==> src/rtl/fpu_job_sequencer_if.sv <==
// Bundle of the host job, BRAM and FPU signals seen by the job sequencer.
// The master view belongs to the sequencer. The slave view belongs to whatever
// drives the host side and models the BRAM and FPU.
interface fpu_job_sequencer_if #(
    parameter int BRAM_WIDTH = 10,
    parameter int DATA_WIDTH = 32
);
    // Host job interface
    logic                  job_start;
    logic [2:0]            job_op;
    logic [BRAM_WIDTH-1:0] job_base;
    logic [BRAM_WIDTH-1:0] job_res_base;
    logic [BRAM_WIDTH-1:0] job_count;
    logic                  busy;
    logic                  job_done;
    logic                  job_error;

    // BRAM port (read data arrives one cycle after mem_rd_en)
    logic                  mem_rd_en;
    logic [BRAM_WIDTH-1:0] mem_raddr;
    logic [DATA_WIDTH-1:0] mem_rdata;
    logic                  mem_wr_en;
    logic [BRAM_WIDTH-1:0] mem_waddr;
    logic [DATA_WIDTH-1:0] mem_wdata;

    // FPU start/done handshake
    logic                  fpu_start;
    logic [2:0]            fpu_op;
    logic [DATA_WIDTH-1:0] fpu_a;
    logic [DATA_WIDTH-1:0] fpu_b;
    logic [DATA_WIDTH-1:0] fpu_result;
    logic                  fpu_done;

    modport master (
        input  job_start, job_op, job_base, job_res_base, job_count,
        output busy, job_done, job_error,
        output mem_rd_en, mem_raddr, mem_wr_en, mem_waddr, mem_wdata,
        input  mem_rdata,
        output fpu_start, fpu_op, fpu_a, fpu_b,
        input  fpu_result, fpu_done
    );

    modport slave (
        output job_start, job_op, job_base, job_res_base, job_count,
        input  busy, job_done, job_error,
        input  mem_rd_en, mem_raddr, mem_wr_en, mem_waddr, mem_wdata,
        output mem_rdata,
        input  fpu_start, fpu_op, fpu_a, fpu_b,
        output fpu_result, fpu_done
    );
endinterface

==> src/rtl/fpu_job_sequencer.sv <==
// FPU job sequencer: walks N operand pairs in BRAM. For each pair it fetches a and b,
// issues one FPU op, waits for done (with a watchdog) and writes the result back.
// Only one op is ever in flight. Read and write enables are never high together,
// because each is decoded from its own state.
module fpu_job_sequencer #(
    parameter int BRAM_WIDTH     = 10,
    parameter int DATA_WIDTH     = 32,
    parameter int TIMEOUT_CYCLES = 64
) (
    input  logic                clock,
    input  logic                reset_n,
    fpu_job_sequencer_if.master bus
);

    localparam int WD_WIDTH = $clog2(TIMEOUT_CYCLES + 1);
    // Last WAIT cycle index before the watchdog gives up (WAIT lasts TIMEOUT_CYCLES cycles)
    localparam logic [WD_WIDTH-1:0] WD_LAST = WD_WIDTH'(TIMEOUT_CYCLES - 1);

    typedef enum logic [2:0] {
        S_IDLE,
        S_RD_A,
        S_RD_B,
        S_LOAD_B,
        S_ISSUE,
        S_WAIT,
        S_WRITE,
        S_DONE
    } state_t;

    state_t                state_q,    state_d;
    logic [BRAM_WIDTH-1:0] idx_q,      idx_d;
    logic [BRAM_WIDTH-1:0] base_q,     base_d;
    logic [BRAM_WIDTH-1:0] res_base_q, res_base_d;
    logic [BRAM_WIDTH-1:0] count_q,    count_d;
    logic [2:0]            op_q,       op_d;
    logic [DATA_WIDTH-1:0] a_q,        a_d;
    logic [DATA_WIDTH-1:0] b_q,        b_d;
    logic [DATA_WIDTH-1:0] res_q,      res_d;
    logic [WD_WIDTH-1:0]   wd_q,       wd_d;
    logic                  error_q,    error_d;

    // Address of operand a for the current pair; wraps modulo the BRAM size
    logic [BRAM_WIDTH-1:0] pair_addr;
    logic [BRAM_WIDTH-1:0] last_idx;

    assign pair_addr = base_q + (idx_q << 1);
    assign last_idx  = count_q - BRAM_WIDTH'(1);

    // State and datapath registers; an asynchronous reset abandons any job in progress
    always_ff @(posedge clock or negedge reset_n) begin
        if (!reset_n) begin
            state_q    <= S_IDLE;
            idx_q      <= '0;
            base_q     <= '0;
            res_base_q <= '0;
            count_q    <= '0;
            op_q       <= '0;
            a_q        <= '0;
            b_q        <= '0;
            res_q      <= '0;
            wd_q       <= '0;
            error_q    <= 1'b0;
        end else begin
            state_q    <= state_d;
            idx_q      <= idx_d;
            base_q     <= base_d;
            res_base_q <= res_base_d;
            count_q    <= count_d;
            op_q       <= op_d;
            a_q        <= a_d;
            b_q        <= b_d;
            res_q      <= res_d;
            wd_q       <= wd_d;
            error_q    <= error_d;
        end
    end

    // Next-state and datapath update for the per-pair walk
    always_comb begin
        state_d    = state_q;
        idx_d      = idx_q;
        base_d     = base_q;
        res_base_d = res_base_q;
        count_d    = count_q;
        op_d       = op_q;
        a_d        = a_q;
        b_d        = b_q;
        res_d      = res_q;
        wd_d       = wd_q;
        error_d    = error_q;

        case (state_q)
            S_IDLE: begin
                if (bus.job_start) begin
                    op_d       = bus.job_op;
                    base_d     = bus.job_base;
                    res_base_d = bus.job_res_base;
                    count_d    = bus.job_count;
                    idx_d      = '0;
                    error_d    = 1'b0;
                    if (bus.job_op == 3'b000) begin
                        // Illegal op: report it and finish without touching BRAM or FPU
                        error_d = 1'b1;
                        state_d = S_DONE;
                    end else if (bus.job_count == '0) begin
                        state_d = S_DONE;
                    end else begin
                        state_d = S_RD_A;
                    end
                end
            end
            S_RD_A: begin
                state_d = S_RD_B;
            end
            S_RD_B: begin
                // Data for the read issued in RD_A is on mem_rdata now
                a_d     = bus.mem_rdata;
                state_d = S_LOAD_B;
            end
            S_LOAD_B: begin
                b_d     = bus.mem_rdata;
                state_d = S_ISSUE;
            end
            S_ISSUE: begin
                wd_d    = '0;
                state_d = S_WAIT;
            end
            S_WAIT: begin
                // fpu_done is only honoured here; earlier pulses are ignored
                if (bus.fpu_done) begin
                    res_d   = bus.fpu_result;
                    state_d = S_WRITE;
                end else if (wd_q == WD_LAST) begin
                    // Watchdog expired: keep earlier results and skip the remaining pairs
                    error_d = 1'b1;
                    state_d = S_DONE;
                end else begin
                    wd_d = wd_q + WD_WIDTH'(1);
                end
            end
            S_WRITE: begin
                if (idx_q == last_idx) begin
                    state_d = S_DONE;
                end else begin
                    idx_d   = idx_q + BRAM_WIDTH'(1);
                    state_d = S_RD_A;
                end
            end
            S_DONE: begin
                state_d = S_IDLE;
            end
            default: begin
                state_d = S_IDLE;
            end
        endcase
    end

    // Output decode: strobes and addresses come from the state, and are zero outside their states
    always_comb begin
        bus.busy      = (state_q != S_IDLE);
        bus.job_done  = (state_q == S_DONE);
        bus.job_error = error_q;
        bus.mem_rd_en = 1'b0;
        bus.mem_raddr = '0;
        bus.mem_wr_en = 1'b0;
        bus.mem_waddr = '0;
        bus.mem_wdata = '0;
        bus.fpu_start = (state_q == S_ISSUE);
        bus.fpu_op    = op_q;
        bus.fpu_a     = a_q;
        bus.fpu_b     = b_q;

        case (state_q)
            S_RD_A: begin
                bus.mem_rd_en = 1'b1;
                bus.mem_raddr = pair_addr;
            end
            S_RD_B: begin
                bus.mem_rd_en = 1'b1;
                bus.mem_raddr = pair_addr + BRAM_WIDTH'(1);
            end
            S_WRITE: begin
                bus.mem_wr_en = 1'b1;
                bus.mem_waddr = res_base_q + idx_q;
                bus.mem_wdata = res_q;
            end
            default: begin
            end
        endcase
    end

endmodule

==> src/flat_wrapper.sv <==
// flat-port wrapper written by rule: the top's interface ports become plain ports
module fpu_job_sequencer_flat 
#(
    parameter int BRAM_WIDTH     = 10,
    parameter int DATA_WIDTH     = 32,
    parameter int TIMEOUT_CYCLES = 64
)
  (clock, reset_n, bus_job_start, bus_job_op, bus_job_base, bus_job_res_base, bus_job_count, bus_busy, bus_job_done, bus_job_error, bus_mem_rd_en, bus_mem_raddr, bus_mem_wr_en, bus_mem_waddr, bus_mem_wdata, bus_mem_rdata, bus_fpu_start, bus_fpu_op, bus_fpu_a, bus_fpu_b, bus_fpu_result, bus_fpu_done);
  fpu_job_sequencer_if #(.BRAM_WIDTH(BRAM_WIDTH), .DATA_WIDTH(DATA_WIDTH)) bus_i ();
  input  logic clock;
  input  logic reset_n;
  input wire logic [$bits(bus_i.job_start)-1:0] bus_job_start;
  input wire logic [$bits(bus_i.job_op)-1:0] bus_job_op;
  input wire logic [$bits(bus_i.job_base)-1:0] bus_job_base;
  input wire logic [$bits(bus_i.job_res_base)-1:0] bus_job_res_base;
  input wire logic [$bits(bus_i.job_count)-1:0] bus_job_count;
  output wire logic [$bits(bus_i.busy)-1:0] bus_busy;
  output wire logic [$bits(bus_i.job_done)-1:0] bus_job_done;
  output wire logic [$bits(bus_i.job_error)-1:0] bus_job_error;
  output wire logic [$bits(bus_i.mem_rd_en)-1:0] bus_mem_rd_en;
  output wire logic [$bits(bus_i.mem_raddr)-1:0] bus_mem_raddr;
  output wire logic [$bits(bus_i.mem_wr_en)-1:0] bus_mem_wr_en;
  output wire logic [$bits(bus_i.mem_waddr)-1:0] bus_mem_waddr;
  output wire logic [$bits(bus_i.mem_wdata)-1:0] bus_mem_wdata;
  input wire logic [$bits(bus_i.mem_rdata)-1:0] bus_mem_rdata;
  output wire logic [$bits(bus_i.fpu_start)-1:0] bus_fpu_start;
  output wire logic [$bits(bus_i.fpu_op)-1:0] bus_fpu_op;
  output wire logic [$bits(bus_i.fpu_a)-1:0] bus_fpu_a;
  output wire logic [$bits(bus_i.fpu_b)-1:0] bus_fpu_b;
  input wire logic [$bits(bus_i.fpu_result)-1:0] bus_fpu_result;
  input wire logic [$bits(bus_i.fpu_done)-1:0] bus_fpu_done;
  assign bus_i.job_start = bus_job_start;
  assign bus_i.job_op = bus_job_op;
  assign bus_i.job_base = bus_job_base;
  assign bus_i.job_res_base = bus_job_res_base;
  assign bus_i.job_count = bus_job_count;
  assign bus_busy = bus_i.busy;
  assign bus_job_done = bus_i.job_done;
  assign bus_job_error = bus_i.job_error;
  assign bus_mem_rd_en = bus_i.mem_rd_en;
  assign bus_mem_raddr = bus_i.mem_raddr;
  assign bus_mem_wr_en = bus_i.mem_wr_en;
  assign bus_mem_waddr = bus_i.mem_waddr;
  assign bus_mem_wdata = bus_i.mem_wdata;
  assign bus_i.mem_rdata = bus_mem_rdata;
  assign bus_fpu_start = bus_i.fpu_start;
  assign bus_fpu_op = bus_i.fpu_op;
  assign bus_fpu_a = bus_i.fpu_a;
  assign bus_fpu_b = bus_i.fpu_b;
  assign bus_i.fpu_result = bus_fpu_result;
  assign bus_i.fpu_done = bus_fpu_done;
  fpu_job_sequencer #(.BRAM_WIDTH(BRAM_WIDTH), .DATA_WIDTH(DATA_WIDTH), .TIMEOUT_CYCLES(TIMEOUT_CYCLES)) u_core (.clock(clock), .reset_n(reset_n), .bus(bus_i));
endmodule
==> config.mk <==
export PLATFORM = sky130hd
export DESIGN_NAME = fpu_job_sequencer_flat
export DESIGN_NICKNAME = d
export VERILOG_FILES = /design/src/rtl/fpu_job_sequencer_if.sv /design/src/rtl/fpu_job_sequencer.sv /design/src/flat_wrapper.sv
export SDC_FILE = /design/constraint.sdc
export NUM_CORES = 1
export LEC_CHECK = 0
export ABC_AREA = 1
export CORE_AREA = 2 2 179 181
export DETAILED_ROUTE_END_ITERATION = 10
export DIE_AREA = 0 0 181 183
export GPL_TIMING_DRIVEN = 0
export MAX_ROUTING_LAYER = met4
export PLACE_DENSITY = 0.59
export SLEW_MARGIN = 20
export SYNTH_ARGS = -nofsm -noshare
export SYNTH_HDL_FRONTEND = slang
export SYNTH_SLANG_ARGS = --single-unit
==> constraint.sdc <==
create_clock -name clock -period 4.8 [get_ports clock]
set_clock_uncertainty 0.2 [all_clocks]
set_input_delay 1.2 -clock clock [delete_from_list [all_inputs] [get_ports clock]]
set_output_delay 1.2 -clock clock [all_outputs]
set_load 0.01 [all_outputs]
# Word-level counts from Yosys, hierarchy flattened
# Cells that the tools add are included.
[word_totals]
reg_bits = 150
latch_bits = 0
ram_bits = 0
rom_bits = 0
input_bits = 101
n_memories = 0
[op_classes]
add_sub_neg = 6
mul = 0
div = 0
order_cmp = 0
n_eq_ne = 15
shift = 0
n_mux = 23
bitwise = 0
n_reduce_logical = 14
[ops]
columns = ["operator", "n"]
rows = [
  ["$pmux W10 S2", 2],
  ["$mux W32", 1],
  ["$mux W10", 3],
  ["$pmux W3 S8", 1],
  ["$add A10 B1 Y10 const B", 2],
  ["$add A10 B10 Y10", 2],
  ["$mux W3", 6],
  ["$mux W7", 2],
  ["$pmux W7 S2", 1],
  ["$eq A3 B3 Y1 const B", 4],
  ["$eq A10 B10 Y1", 1],
  ["$logic_not A10 Y1", 1],
  ["$sub A10 B1 Y10 const B", 1],
  ["$ne A2 B2 Y1 const B", 4],
  ["$add A7 B1 Y7 const B", 1],
  ["$eq A7 B6 Y1 const B", 1],
  ["$eq A3 B2 Y1 const B", 2],
  ["$logic_not A3 Y1", 2],
  ["$mux W1", 6],
  ["$reduce_and A2 Y1", 3],
  ["$reduce_and A3 Y1", 2],
  ["$reduce_bool A2 Y1", 3],
  ["$reduce_and A4 Y1", 1],
  ["$eq A3 B1 Y1 const B", 1],
  ["5 further kinds", 5],
]

# Depth between registers and ports, before layout
[depth]
word_depth = 5
ltp_mapped = 14
mapped_depth_nobuf = 14

# Worst setup path after synthesis
# No wires, ideal clock.
[synth_path]
kind = "register -> output"
start = "reg u_core.idx_q[0]"
end = "out bus_mem_raddr[9]"
arrival_ns = 2.083
path_slack_ns = 1.317
path_stages_with_launch = 13
path_buffers = 0
cell_sequence = "dfrtp_1 -> ha_1 -> fa_1 -> nand3_1 -> nor2_2 -> nand3_1 -> nor2_1 -> nand2_1 -> nor2_2 -> nand2_1 -> nand2_1 -> nand3_1 -> nand2_1"
[synth_via]
elab_chain_cells = 3
[synth_lines]
columns = ["item", "line_no", "source"]
rows = [
  ["start: declaration", "fpu_job_sequencer.sv:31", "logic [BRAM_WIDTH-1:0] idx_q, idx_d;"],
  ["start signal: assignment", "fpu_job_sequencer.sv:65", "idx_q <= idx_d;"],
  ["$add A10 B10 Y10 *", "fpu_job_sequencer.sv:46", "assign pair_addr = base_q + (idx_q << 1);"],
  ["$add A10 B1 Y10", "fpu_job_sequencer.sv:180", "bus.mem_raddr = pair_addr + BRAM_WIDTH'(1);"],
  ["$pmux W10 S2 *", "fpu_job_sequencer.sv:173", "case (state_q)"],
  ["end: declaration", "flat_wrapper.sv:21", "output wire logic [$bits(bus_i.mem_raddr)-1:0] bus_mem_raddr;"],
]
# Mark *: on every way between the ends. The rest lies on a longest branch, timed or not.

# Worst setup path after layout
[layout_path]
start = "reg u_core.idx_q[0]"
end = "out bus_mem_raddr[6]"
# The elaborated chain is that of the path after synthesis.

==> impl.org <==
** Finish
- Area occupied by registers :: 0.003755 mm²
- Area Growth Syn to Fin :: 44.22%
- Leading cell type in the layout, fill and taps excluded :: nand2_1
- The top cell types in the final layout, fill and taps aside, are 274 x nand2_1, 223 x clkdlybuf4s50_1, 149 x dfrtp_1, 122 x inv_1, 117 x nor2_1.
- Cells with a size suffix above 1 make up 6.614% of the layout.
- Filler Cell Count :: 3,303
- Non-Filler Instances :: 1,657
- Area used by multi-input combinational logic :: 0.003267 mm²
- Net total in the final layout :: 1,366
- Number of antenna cells inserted :: 0

** Yosys
- Synthesis produced a netlist with a net count of 1,121.
- Summing the sequential cell areas from Yosys gives 48.86% of the chip area.
- Area leader, netlist :: dfrtp_1
- Summing every instance area after synthesis gives 0.007682 mm².
- Number of flops mapped to enable cells by yosys :: 0
- Mean area per synthesized cell :: 7.705 µm²
- Post-synthesis async set-or-reset flop share :: 100.0%
- The synthesized design devotes to its leading area cell type 48.86% of total area.
- Most common flop cell mapped by yosys :: dfrtp_1
- Distinct cell type count after synthesis :: 38
- The Yosys step of the flow raised 0 warnings.
- Top cells by area, synth :: dfrtp_1 49%, nand2_1 13%, inv_1 6.0%
- Counting flops and latches in the post-synthesis netlist gives 150.
- Counting every instance in the synthesized netlist gives 997.

** Power and ir drop
- The analysis attributes to cell leakage a power of 5.343 nW.
- Total power :: 6.483 mW
- Max VDD drop :: 0.2577 mV
- Power per cell area :: 585.1 mW/mm²

** Routing
- The detailed router placed 7,277 vias in this run.
- In this run the remaining antenna-violating nets after routing total 0.
- Number of detailed-route iterations in the first pass :: 6
- Wire length per cell :: 14.40 µm
- In the routed layout, each cell is associated on average with a via count of 4.392.
- Total Wirelength :: 23.86 mm
- After the first detailed-routing iteration, the DRC count stood at 378.
- DRC Markers :: 0

** GRT
- Global routing used 4.647% of the available met3 tracks.
- For this run, global-route usage on met1 was measured as 18.76%.
- Highest-utilization routing layer at the global route stage :: met2
- Global route total overflow :: 0
- The first global-routing pass estimated 38.30 mm of wire.
- Largest net degree at the start of global routing :: 79
- Global-route met2 utilization :: 23.72%
- Vias in the first global route :: 7,206
- Combined global-route utilization of all metal layers :: 15.07%
- The number of antenna violations at the first check in global routing is 0.

** Clock network
- Clock latency on the worst-skew pair, taken at its later pin, is 0.43 ns.
- Clock tree synthesis found a total of 150 sinks.
- No sink is reached through more buffers than the 2 on the longest clock path.
- Number of hold buffers added after CTS :: 0
- TritonCTS clock tree :: done
- Clock Pin Slew Worst Setup and Hold Paths :: 0.06 ns
- H-tree level count :: 4
- Clock tree synthesis selected as its root buffer the cell clkbuf_16.
- Clock buffer count from CTS :: 17

** Floorplan
- Row count :: 65
- Core area :: 0.03123 mm²
- DIE HEIGHT :: 183 µm
- Initial Util :: 24.60%
- Width of the die :: 181 µm
- Floorplan die area :: 0.03312 mm²
- Boundary pin count :: 226

** Critical path
- Among cell families on the critical path, the largest total delay comes from adder cells.
- Kind of capture point of the worst setup path :: primary output
- Buf+Inv Stages, Crit Path :: 2
- Data required time at the worst endpoint :: 3.40 ns
- The worst register-to-register path has a depth of 13.
- STA puts the critical path data arrival time at 3.21 ns.
- The worst setup path is launched from a register.
- Along the worst path, the maximum fanout reaches 8.
- The largest single stage delay on the critical path is 0.63 ns.
- Cells traversed along the worst timing path :: ha_1, fa_2, nand2_1, inv_1, nand4_1, nor2_1, nor2_1, o22ai_1, clkdlybuf4s50_1
- Worst path slowest cell :: clkdlybuf4s50_1
- Setup slack on the worst reg-to-reg path comes out at 2.55 ns.
- Most common cell type on the critical path :: nor2_1
- The critical path in this run is classified as reg2out.
- Worst flop-to-flop path startpoint :: u_core.count_q[0]
- The worst register-to-register path ends at u_core.idx_q[2].

** Run status
- Status :: complete, no violations

** Timing
- Endpoints failing hold :: 0
- Finish-stage setup viols :: 0
- The number of max-slew violations in the final report is 0.
- The routed design could run at a clock period as short as 4.609 ns.
- FMAX :: 0.2170 GHz
- Tcrit/Tclk final :: 96.02%
- Rel. slew slack :: 59.34%
- Setup repair after global routing left no endpoint under its margin.
- At the pin with the least slew margin, the transition time is 0.6099 ns.

** Placement
- Cell total after placement :: 1,625
- Half-perimeter wire length after placement :: 18.17 mm
- The congestion estimate from routability-driven global placement came to 0.8321.
- Input/output buffers :: 225

** Min path
- Number of cells on the worst hold path :: 2
- In this run the most critical hold path is launched from u_core.res_base_q[2].
- Endpoint of the worst hold-timing path :: u_core.res_base_q[2]
- HP Class :: reg2reg

** Run
- Number of max-cap violations :: 0
[synth_stat cells (3+ instances only)]
| library cell | instances |
|---|---|
| nand3_1 | 44 |
| nor2_1 | 117 |
| a21oi_1 | 54 |
| nor2_2 | 9 |
| xor2_1 | 11 |
| dfrtp_1 | 150 |
| nand3b_1 | 3 |
| buf_2 | 15 |
| o21ai_1 | 6 |
| o21ai_0 | 90 |
| xnor2_1 | 6 |
| inv_2 | 11 |
| nand4_1 | 11 |
| clkbuf_1 | 19 |
| inv_1 | 122 |
| nand2_1 | 274 |
| nor3_1 | 4 |
| ha_1 | 21 |
[worst max-delay path by stage]
stage | startpoint | end | slack [ns] | cells after the start
4_1_cts | u_core.idx_q[0] | bus_mem_raddr[9] | 0.07 | 13
6_report | u_core.idx_q[0] | bus_mem_raddr[6] | 0.19 | 9
5_1_grt | u_core.idx_q[0] | bus_mem_raddr[8] | 0.004 | 11
2_1_floorplan | u_core.idx_q[0] | bus_mem_raddr[9] | 1.32 | 12
3_3_place_gp | reset_n | u_core.res_q[12] | -4.16 | 1
3_5_place_dp | u_core.idx_q[0] | bus_mem_raddr[6] | 0.46 | 10
[metrics by stage]
step	hold slack, ns	TNS (ns)	util [%]	cell area [µm²]	worst slack, ns
after CTS	0.2856	0	35.44	11070	0.06773
after global placement	0.2617	-622.35	33.42	10440	-4.164
after global routing	0.3089	0	35.48	11080	0.004383
after floorplan	0.2483	0	-	7682	1.317
after detailed placement	0.2688	0	33.53	10470	0.4600
final	0.2808	0	35.48	11080	0.1910
[cells by family after synthesis]
group	share of synthesized area [%]
adders and majority gates	3.941
xor gates and xnor gates	1.938
and+or+nand+nor	25.37
DFF	48.86
AOI/OAI and AO/OA	11.14
buffers and inverters	8.746
[flip-flops by register name, indices dropped and copies added (netlist names)]
register	flops
u_core.count_q	10
u_core.base_q	10
u_core.res_base_q	10
u_core.idx_q	10
u_core.bus.job_error	1
u_core.state_q	3
u_core.bus.fpu_a	32
u_core.res_q	32
u_core.wd_q	7
u_core.bus.fpu_op	3
u_core.bus.fpu_b	32
[area by class of cell]
type	instances	share of cell area [%]
clock buffer	17	3.840
buffer	38	1.558
multi-input combinational	676	29.49
timing repair buffer	226	20.64
tap	402	4.540
clock inverter	15	1.536
inverter	133	4.506
sequential	150	33.89
[tightest hold or removal path, delay by kind of cell, from the launching register on]
family	cells	cell delay, ns
DFF	1	0.35
and+or+nand+nor	2	0.10
[report_power, final]
group          internal, mW  total, mW  leakage [nW]  switching, mW
clock                 0.705       1.36         0.290          0.655
sequential             1.81       2.14          1.82          0.329
combinational          1.34       2.98          3.23           1.64
total                  3.86       6.48          5.34           2.63
[layer usage]
metal / share of wire (%) / vias to the layer above
met5: 0 / -
met4: 1.6 / 0
met3: 6.9 / 17
met2: 46 / 196
met1: 45 / 3428
li1: - / 3636
[repair_timing]
action,CTS,global route
gates resized for setup,1,3
setup buffers,0,0
cloned,0,0
endpoints found under the setup margin,2,3
pin swaps,0,0
No activity file was read; power rests on OpenSTA's default activity.
